## config.mk

```make
export PLATFORM = sky130hd
export DESIGN_NAME = multiplicador_mantiza_secuencial_flat
export DESIGN_NICKNAME = d
export VERILOG_FILES = /design/src/rtl/multiplicador_mantiza_secuencial_pkg.sv /design/src/rtl/multiplicador_mantiza_secuencial_if.sv /design/src/rtl/multiplicador_mantiza_secuencial_normalizador.sv /design/src/rtl/multiplicador_mantiza_secuencial.sv /design/src/flat_wrapper.sv
export SDC_FILE = /design/constraint.sdc
export NUM_CORES = 1
export LEC_CHECK = 0
export ABC_AREA = 1
export CAP_MARGIN = 30
export CORE_MARGIN = 1.5
export CORE_UTILIZATION = 58
export DETAILED_ROUTE_END_ITERATION = 6
export GPL_ROUTABILITY_DRIVEN = 1
export PLACE_DENSITY = 0.8
export SLEW_MARGIN = 15
export SYNTH_ARGS = -nofsm -noshare
export SYNTH_HDL_FRONTEND = slang
export SYNTH_SLANG_ARGS = --single-unit
export TNS_END_PERCENT = 5
```

## constraint.sdc

```tcl
create_clock -name i_clk -period 2.2 [get_ports i_clk]
set_input_delay 0.44 -clock i_clk [delete_from_list [all_inputs] [get_ports i_clk]]
set_output_delay 0.44 -clock i_clk [all_outputs]
set_load 0.02 [all_outputs]
```

## src/rtl/multiplicador_mantiza_secuencial_pkg.sv

```systemverilog
`default_nettype none
// ============================================================================
//  Package   : multiplicador_pkg
//  Purpose   : FSM encoding, counter sizing and rounding-mode constants for
//              the sequential mantissa multiplier. Optional macro:
//              MULTIPLICADOR_REDONDEO_EN.
//  Revision  : 1.0 - initial release
// ============================================================================
package multiplicador_pkg;

    localparam logic [1:0] REPOSO    = 2'd0;
    localparam logic [1:0] CALCULO   = 2'd1;
    localparam logic [1:0] NORMALIZA = 2'd2;
    localparam logic [1:0] SALIDA    = 2'd3;

    localparam logic c_MODO_TRUNCA       = 1'b0;
    localparam logic c_MODO_REDONDEO_PAR = 1'b1;

`ifdef MULTIPLICADOR_REDONDEO_EN
    localparam logic c_MODO_REDONDEO = c_MODO_REDONDEO_PAR;
`else
    localparam logic c_MODO_REDONDEO = c_MODO_TRUNCA;
`endif

    // Counter must hold values 0..N+1 (it steps once past the last iteration).
    function automatic int f_nb_contador(input int nb_mantiza);
        return $clog2(nb_mantiza + 2);
    endfunction

endpackage
`default_nettype wire

```

## src/rtl/multiplicador_mantiza_secuencial_if.sv

```systemverilog
`default_nettype none
// ============================================================================
//  Interface : multiplicador_mantiza_secuencial_if
//  Purpose   : Operand/result valid-ready bus of the sequential multiplier.
//  Revision  : 1.0 - initial release
// ============================================================================
interface multiplicador_mantiza_secuencial_if #(
    parameter int NB_MANTIZA = 8
) ();
    logic                  i_valid;
    logic                  o_ready;
    logic [NB_MANTIZA-1:0] i_mantiza_1;
    logic [NB_MANTIZA-1:0] i_mantiza_2;
    logic                  o_valid;
    logic                  i_ready;
    logic [NB_MANTIZA-1:0] o_mantiza;
    logic                  o_aviso_exponente;

    // Environment side: supplies operands and consumes results.
    modport master (
        output i_valid, i_mantiza_1, i_mantiza_2, i_ready,
        input  o_ready, o_valid, o_mantiza, o_aviso_exponente
    );

    // Multiplier side.
    modport slave (
        input  i_valid, i_mantiza_1, i_mantiza_2, i_ready,
        output o_ready, o_valid, o_mantiza, o_aviso_exponente
    );
endinterface
`default_nettype wire

```

## src/rtl/multiplicador_mantiza_secuencial_normalizador.sv

```systemverilog
`default_nettype none
// ============================================================================
//  Module    : normalizador_mantiza
//  Purpose   : Combinational normalisation of the 2N+2-bit product into a
//              stored mantissa plus exponent-increment flag. Round-to-nearest-
//              even is built only when MULTIPLICADOR_REDONDEO_EN is defined.
//  Revision  : 1.0 - initial release
// ============================================================================
module normalizador_mantiza
    import multiplicador_pkg::*;
#(
    parameter int NB_MANTIZA = 8
) (
    input  wire logic [2*NB_MANTIZA+1:0] i_producto,
    output logic      [NB_MANTIZA-1:0]   o_mantiza,
    output logic                         o_aviso_exponente
);
    localparam int N = NB_MANTIZA;

    logic         w_msb;
    logic [N-1:0] w_mant_trunc;

    assign w_msb        = i_producto[2*N+1];
    assign w_mant_trunc = w_msb ? i_producto[2*N:N+1] : i_producto[2*N-1:N];

`ifdef MULTIPLICADOR_REDONDEO_EN
    logic         w_guarda;
    logic         w_sticky;
    logic         w_incrementa;
    logic [N:0]   w_mant_red;

    assign w_guarda     = w_msb ? i_producto[N]        : i_producto[N-1];
    assign w_sticky     = w_msb ? (|i_producto[N-1:0]) : (|i_producto[N-2:0]);
    assign w_incrementa = w_guarda & (w_sticky | w_mant_trunc[0]);
    assign w_mant_red   = {1'b0, w_mant_trunc} + {{N{1'b0}}, w_incrementa};

    // A carry out means the product rounded up to exactly 2.0.
    always_comb begin
        o_mantiza         = w_mant_red[N-1:0];
        o_aviso_exponente = w_msb;
        if (w_mant_red[N]) begin
            o_mantiza         = '0;
            o_aviso_exponente = 1'b1;
        end
    end
`else
    logic w_unused_descartados;

    assign w_unused_descartados = ^i_producto[N-1:0];
    assign o_mantiza            = w_mant_trunc;
    assign o_aviso_exponente    = w_msb;
`endif

endmodule
`default_nettype wire

```

## src/rtl/multiplicador_mantiza_secuencial.sv

```systemverilog
`default_nettype none
// ============================================================================
//  Module    : multiplicador_mantiza_secuencial
//  Purpose   : Radix-2 shift-add mantissa multiplier with hidden 1, valid/ready
//              handshake on both sides; optional rounding via
//              MULTIPLICADOR_REDONDEO_EN. NB_MANTIZA legal range is 4..32.
//  Revision  : 1.0 - initial release
// ============================================================================
module multiplicador_mantiza_secuencial
    import multiplicador_pkg::*;
#(
    parameter int NB_MANTIZA = 8
) (
    input  wire logic                    i_clk,
    input  wire logic                    i_rst,
    multiplicador_mantiza_secuencial_if.slave bus
);
    localparam int N           = NB_MANTIZA;
    localparam int NB_CONTADOR = f_nb_contador(NB_MANTIZA);
    localparam int NB_PRODUCTO = 2 * N + 2;

    localparam logic [NB_CONTADOR-1:0] c_CONTADOR_FIN = NB_CONTADOR'(N);

    logic [1:0]             state_q,         state_d;
    logic [NB_CONTADOR-1:0] contador_q,      contador_d;
    logic [NB_PRODUCTO-1:0] acumulador_q,    acumulador_d;
    logic [NB_PRODUCTO-1:0] multiplicando_q, multiplicando_d;
    logic [N:0]             multiplicador_q, multiplicador_d;
    logic [N-1:0]           mantiza_q,       mantiza_d;
    logic                   aviso_q,         aviso_d;
    logic                   valid_q,         valid_d;

    logic [N-1:0]           w_mantiza_norm;
    logic                   w_aviso_norm;

    normalizador_mantiza #(
        .NB_MANTIZA (NB_MANTIZA)
    ) u_normalizador (
        .i_producto        (acumulador_q),
        .o_mantiza         (w_mantiza_norm),
        .o_aviso_exponente (w_aviso_norm)
    );

    always_comb begin
        state_d         = state_q;
        contador_d      = contador_q;
        acumulador_d    = acumulador_q;
        multiplicando_d = multiplicando_q;
        multiplicador_d = multiplicador_q;
        mantiza_d       = mantiza_q;
        aviso_d         = aviso_q;
        valid_d         = valid_q;

        case (state_q)
            REPOSO: begin
                if (bus.i_valid) begin
                    multiplicando_d = {{(N+1){1'b0}}, 1'b1, bus.i_mantiza_1};
                    multiplicador_d = {1'b1, bus.i_mantiza_2};
                    acumulador_d    = '0;
                    contador_d      = '0;
                    state_d         = CALCULO;
                end
            end
            CALCULO: begin
                if (multiplicador_q[0]) begin
                    acumulador_d = acumulador_q + multiplicando_q;
                end
                multiplicando_d = multiplicando_q << 1;
                multiplicador_d = multiplicador_q >> 1;
                contador_d      = contador_q + 1'b1;
                if (contador_q == c_CONTADOR_FIN) begin
                    state_d = NORMALIZA;
                end
            end
            NORMALIZA: begin
                mantiza_d = w_mantiza_norm;
                aviso_d   = w_aviso_norm;
                valid_d   = 1'b1;
                state_d   = SALIDA;
            end
            SALIDA: begin
                // Outputs stay frozen until the consumer takes them.
                if (bus.i_ready) begin
                    valid_d = 1'b0;
                    state_d = REPOSO;
                end
            end
            default: begin
                state_d = REPOSO;
            end
        endcase
    end

    always_ff @(posedge i_clk) begin
        if (i_rst) begin
            state_q         <= REPOSO;
            contador_q      <= '0;
            acumulador_q    <= '0;
            multiplicando_q <= '0;
            multiplicador_q <= '0;
            mantiza_q       <= '0;
            aviso_q         <= 1'b0;
            valid_q         <= 1'b0;
        end else begin
            state_q         <= state_d;
            contador_q      <= contador_d;
            acumulador_q    <= acumulador_d;
            multiplicando_q <= multiplicando_d;
            multiplicador_q <= multiplicador_d;
            mantiza_q       <= mantiza_d;
            aviso_q         <= aviso_d;
            valid_q         <= valid_d;
        end
    end

    assign bus.o_ready           = (state_q == REPOSO);
    assign bus.o_valid           = valid_q;
    assign bus.o_mantiza         = mantiza_q;
    assign bus.o_aviso_exponente = aviso_q;

endmodule
`default_nettype wire

```

## src/flat_wrapper.sv

```systemverilog
// flat-port wrapper written by rule: the top's interface ports become plain ports
module multiplicador_mantiza_secuencial_flat import multiplicador_pkg::*;
#(
    parameter int NB_MANTIZA = 8
)
  (i_clk, i_rst, bus_i_valid, bus_i_mantiza_1, bus_i_mantiza_2, bus_i_ready, bus_o_ready, bus_o_valid, bus_o_mantiza, bus_o_aviso_exponente);
  multiplicador_mantiza_secuencial_if #(.NB_MANTIZA(NB_MANTIZA)) bus_i ();
  input  wire logic i_clk;
  input  wire logic i_rst;
  input wire logic [$bits(bus_i.i_valid)-1:0] bus_i_valid;
  input wire logic [$bits(bus_i.i_mantiza_1)-1:0] bus_i_mantiza_1;
  input wire logic [$bits(bus_i.i_mantiza_2)-1:0] bus_i_mantiza_2;
  input wire logic [$bits(bus_i.i_ready)-1:0] bus_i_ready;
  output wire logic [$bits(bus_i.o_ready)-1:0] bus_o_ready;
  output wire logic [$bits(bus_i.o_valid)-1:0] bus_o_valid;
  output wire logic [$bits(bus_i.o_mantiza)-1:0] bus_o_mantiza;
  output wire logic [$bits(bus_i.o_aviso_exponente)-1:0] bus_o_aviso_exponente;
  assign bus_i.i_valid = bus_i_valid;
  assign bus_i.i_mantiza_1 = bus_i_mantiza_1;
  assign bus_i.i_mantiza_2 = bus_i_mantiza_2;
  assign bus_i.i_ready = bus_i_ready;
  assign bus_o_ready = bus_i.o_ready;
  assign bus_o_valid = bus_i.o_valid;
  assign bus_o_mantiza = bus_i.o_mantiza;
  assign bus_o_aviso_exponente = bus_i.o_aviso_exponente;
  multiplicador_mantiza_secuencial #(.NB_MANTIZA(NB_MANTIZA)) u_core (.i_clk(i_clk), .i_rst(i_rst), .bus(bus_i));
endmodule
```

==> reports/metrics.cfg, run 1 <==
[clocking]
cts_tree = done
htree_levels = 3
clock-sinks = 61
clkTransAtPathRegs_ps = 70
post_cts_buffers = 0
cts_made_buffers = 9
cts_buffer_depth = 2
postCtsHoldBufs = 0
cts_root_buffer = clkbuf_8
insertion_delay_ps = 350
ctsResizeCount = 0

[global_routing]
antenna_found_initial = 0
grt_max_degree = 37
grt_first_pass_wirelength_um = 13400
grt_util_all_layers_pct = 26.9
grt_pass1_vias = 2980
overflow = 0

[logic_synthesis]
synth_common_cells = nand2_1 (152), dfxtp_1 (61), inv_1 (43), a21oi_1 (42), nand3_1 (31)
syn-num-nets = 547
yosysTopAreaCell = dfxtp_1
synth_top_flop_cell = dfxtp_1
synth_area_per_cell_um2 = 6.94
syn_inst = 503
yosys-top-cells-area = dfxtp_1 (35%), nand2_1 (16%), ha_1 (8.2%), a21oi_1 (6.0%), inv_1 (4.6%)
synth_top_area_share_pct = 35.0
synth_edf_count = 0
synth-seq-area-share_pct = 35.0
synth_area_um2 = 3490
synth.most_common_cell = nand2_1
yosysUniqueCellTypes = 34
ys_seq_elements = 61
yosys_warnings = 0
async_flop_share_pct = 0

[timing]
period_minus_slack_ps = 1980
timing.final.crit_share_pct = 89.8
finalHoldViolations = 0
setup_tns_ps = 0
worst_pin_slew_ps = 626
fmaxAchievable_mhz = 506
rsz0062_at_grt = false
setup_slack_ps = 223
maxSlewViolCount = 0
slew_headroom_pct = 58.3
skew_ps = 6.21
setup_viol = 0
hold_slack_ps = 469

[drt]
wl_per_cell_um = 13.3
drtIter0Drc = 261
num_vias = 3345
drc = 0
final_antenna_net_count = 0
wl_um = 8140
dr.pass1.iters = 4
viasPerCell = 5.47

[placed_design]
dpl_cell_area_um2 = 3830
post-place-ws_ps = 121
dpl.hpwl_um = 5830
gp_congestion = 0.958
io_buffers = 30

[setup_path]
rr_worst_depth = 13
crit_path_cell_trace = ha_1 > inv_1 > fa_1 > inv_1 > nand3_1 > nand2_1 > nand2_1 > nand2_1 > nand3b_1 > nand2_1 > nand2_1 > nand3_1 > a21oi_2
critPathBufInv = 2
worstSetupEndpointType = flip-flop
crit_type = reg2reg
critPathMostFrequentCell = nand2_1
crit_path_max_incr_delay_ps = 360
crit_path_start_kind = flip-flop
arrival_ps = 2200
cp_slowest_cell = dfxtp_1
worst-path-stages = 13
path_max_fanout = 4
worstPathRequired_ps = 2420
path_delay_family = simple AND/OR/NAND/NOR gates

[outcome]
outcome = finished clean

[die]
die_h_um = 80.6
initial_core_util_pct = 59.7
dieArea_um2 = 6500
coreArea_um2 = 5850
die_w_um = 80.6
io_pins = 31
placementRows = 28

[job]
maxCapViolations = 0

[cells_and_area]
nNetsFinal = 576
final_util_pct = 68.5
antenna_cells = 0
layout-drive-gt1-share_pct = 9.70
postLayoutCellArea_um2 = 4010
area_growth_pct = 14.7

[power]
powerDensity_nw_per_um2 = 1040
ir_drop_mv = 0.976
p_leak_nw = 1.77

[worst_hold_path]
hp-class = reg2reg
whs_path_depth = 2

## state kept, by name, indices dropped and copies added (netlist names)
name,cells
u_core.multiplicador_q,9
u_core.bus.o_aviso_exponente,1
u_core.bus.o_mantiza,8
u_core.multiplicando_q,18
u_core.bus.o_valid,1
u_core.contador_q,4
u_core.state_q,2
u_core.acumulador_q,18
## cell usage in the layout (no fill, tap or decap), types with 2 or more instances in the layout
master             n
nand2_1          151
dfxtp_1           61
inv_1             43
a21oi_1           42
nand3_1           31
clkdlybuf4s50_1   29
o21ai_0           27
nor2_1            27
ha_1              23
a31oi_1           15
clkbuf_8          10
a21oi_2            8
nand2_2            8
o211ai_1           8
buf_4              7
inv_2              6
nand3b_1           6
nor3_1             5
or2_2              4
o21ai_1            3
nor2_4             2
o22ai_1            2
xor2_1             2
clkinv_2           2
clkinvlp_4         2
## path summary, 6_finish.rpt
check                                         startpoint                                endpoint  slack, ps
hold reg to reg   u_core.multiplicador_q[3]$_SDFFE_PP0P_  u_core.multiplicador_q[2]$_SDFFE_PP0P_        470
hold / removal    u_core.multiplicador_q[3]$_SDFFE_PP0P_  u_core.multiplicador_q[2]$_SDFFE_PP0P_        470
setup reg to reg  u_core.multiplicando_q[0]$_SDFFE_PP0P_    u_core.acumulador_q[14]$_SDFFE_PP0P_        220
setup / recovery  u_core.multiplicando_q[0]$_SDFFE_PP0P_    u_core.acumulador_q[14]$_SDFFE_PP0P_        220
## routing by layer
layer | vias to the layer above | routed length [um] | GRT usage [%] | share of wire, %
met5 | - | 0 | 0 | 0
met4 | 0 | 102 | 8.79 | 1.3
met3 | 11 | 424 | 5.11 | 5.2
met2 | 88 | 3810 | 45.0 | 47
met1 | 1531 | 3810 | 34.6 | 47
li1 | 1715 | - | - | -
## power by group
part           switching (mW)  total [mW]  internal [mW]
clock                   0.448       0.877          0.429
combinational            1.14        1.75          0.615
sequential              0.176        1.53           1.36
## per-stage QoR
stage | power (mW) | instances
floorplan | 2.85 | 503
global placement | 3.25 | 596
detailed placement | 3.30 | 596
CTS | 4.19 | 611
global route | 4.43 | 611
finish | 4.16 | 611
## cell families after synthesis
group,synth area share [%]
xor gates and xnor gates,0.502
adders and majority gates,8.81
and+or+nand+nor,29.4
AOI/OAI and AO/OA,17.8
buffers and inverters,8.53
DFF,35.0
## area by class of cell
cell class | count | area [um2]
flip-flops and latches | 61 | 1220
repair buffers | 37 | 355
multi-input cells | 372 | 1980
clock inverters | 4 | 25.0
well taps | 75 | 93.8
fillers | 522 | 1840
clock buffers | 11 | 141
inverters | 51 | 194
## worst reg2reg max path: stages (launching register included)
cell and delay (ps):
dfxtp_1 360, ha_1 210, inv_1 70, fa_1 350, inv_1 100, nand3_1 70
nand2_1 120, nand2_1 60, nand2_1 120, nand3b_1 130, nand2_1 80, nand2_1 50
nand3_1 80, a21oi_2 50
Power figures use the tool's default switching activity.
==> inputs of run 2 (changes only) <==
--- a/config.mk
+++ b/config.mk
@@ -9,6 +9,7 @@
 export CAP_MARGIN = 30
 export CORE_MARGIN = 1.5
 export CORE_UTILIZATION = 58
+export CTS_CLUSTER_SIZE = 40
 export DETAILED_ROUTE_END_ITERATION = 6
 export GPL_ROUTABILITY_DRIVEN = 1
 export PLACE_DENSITY = 0.8
==> results of run 2 <==
Final layout, timing and power as in run 1 (identical DEF).
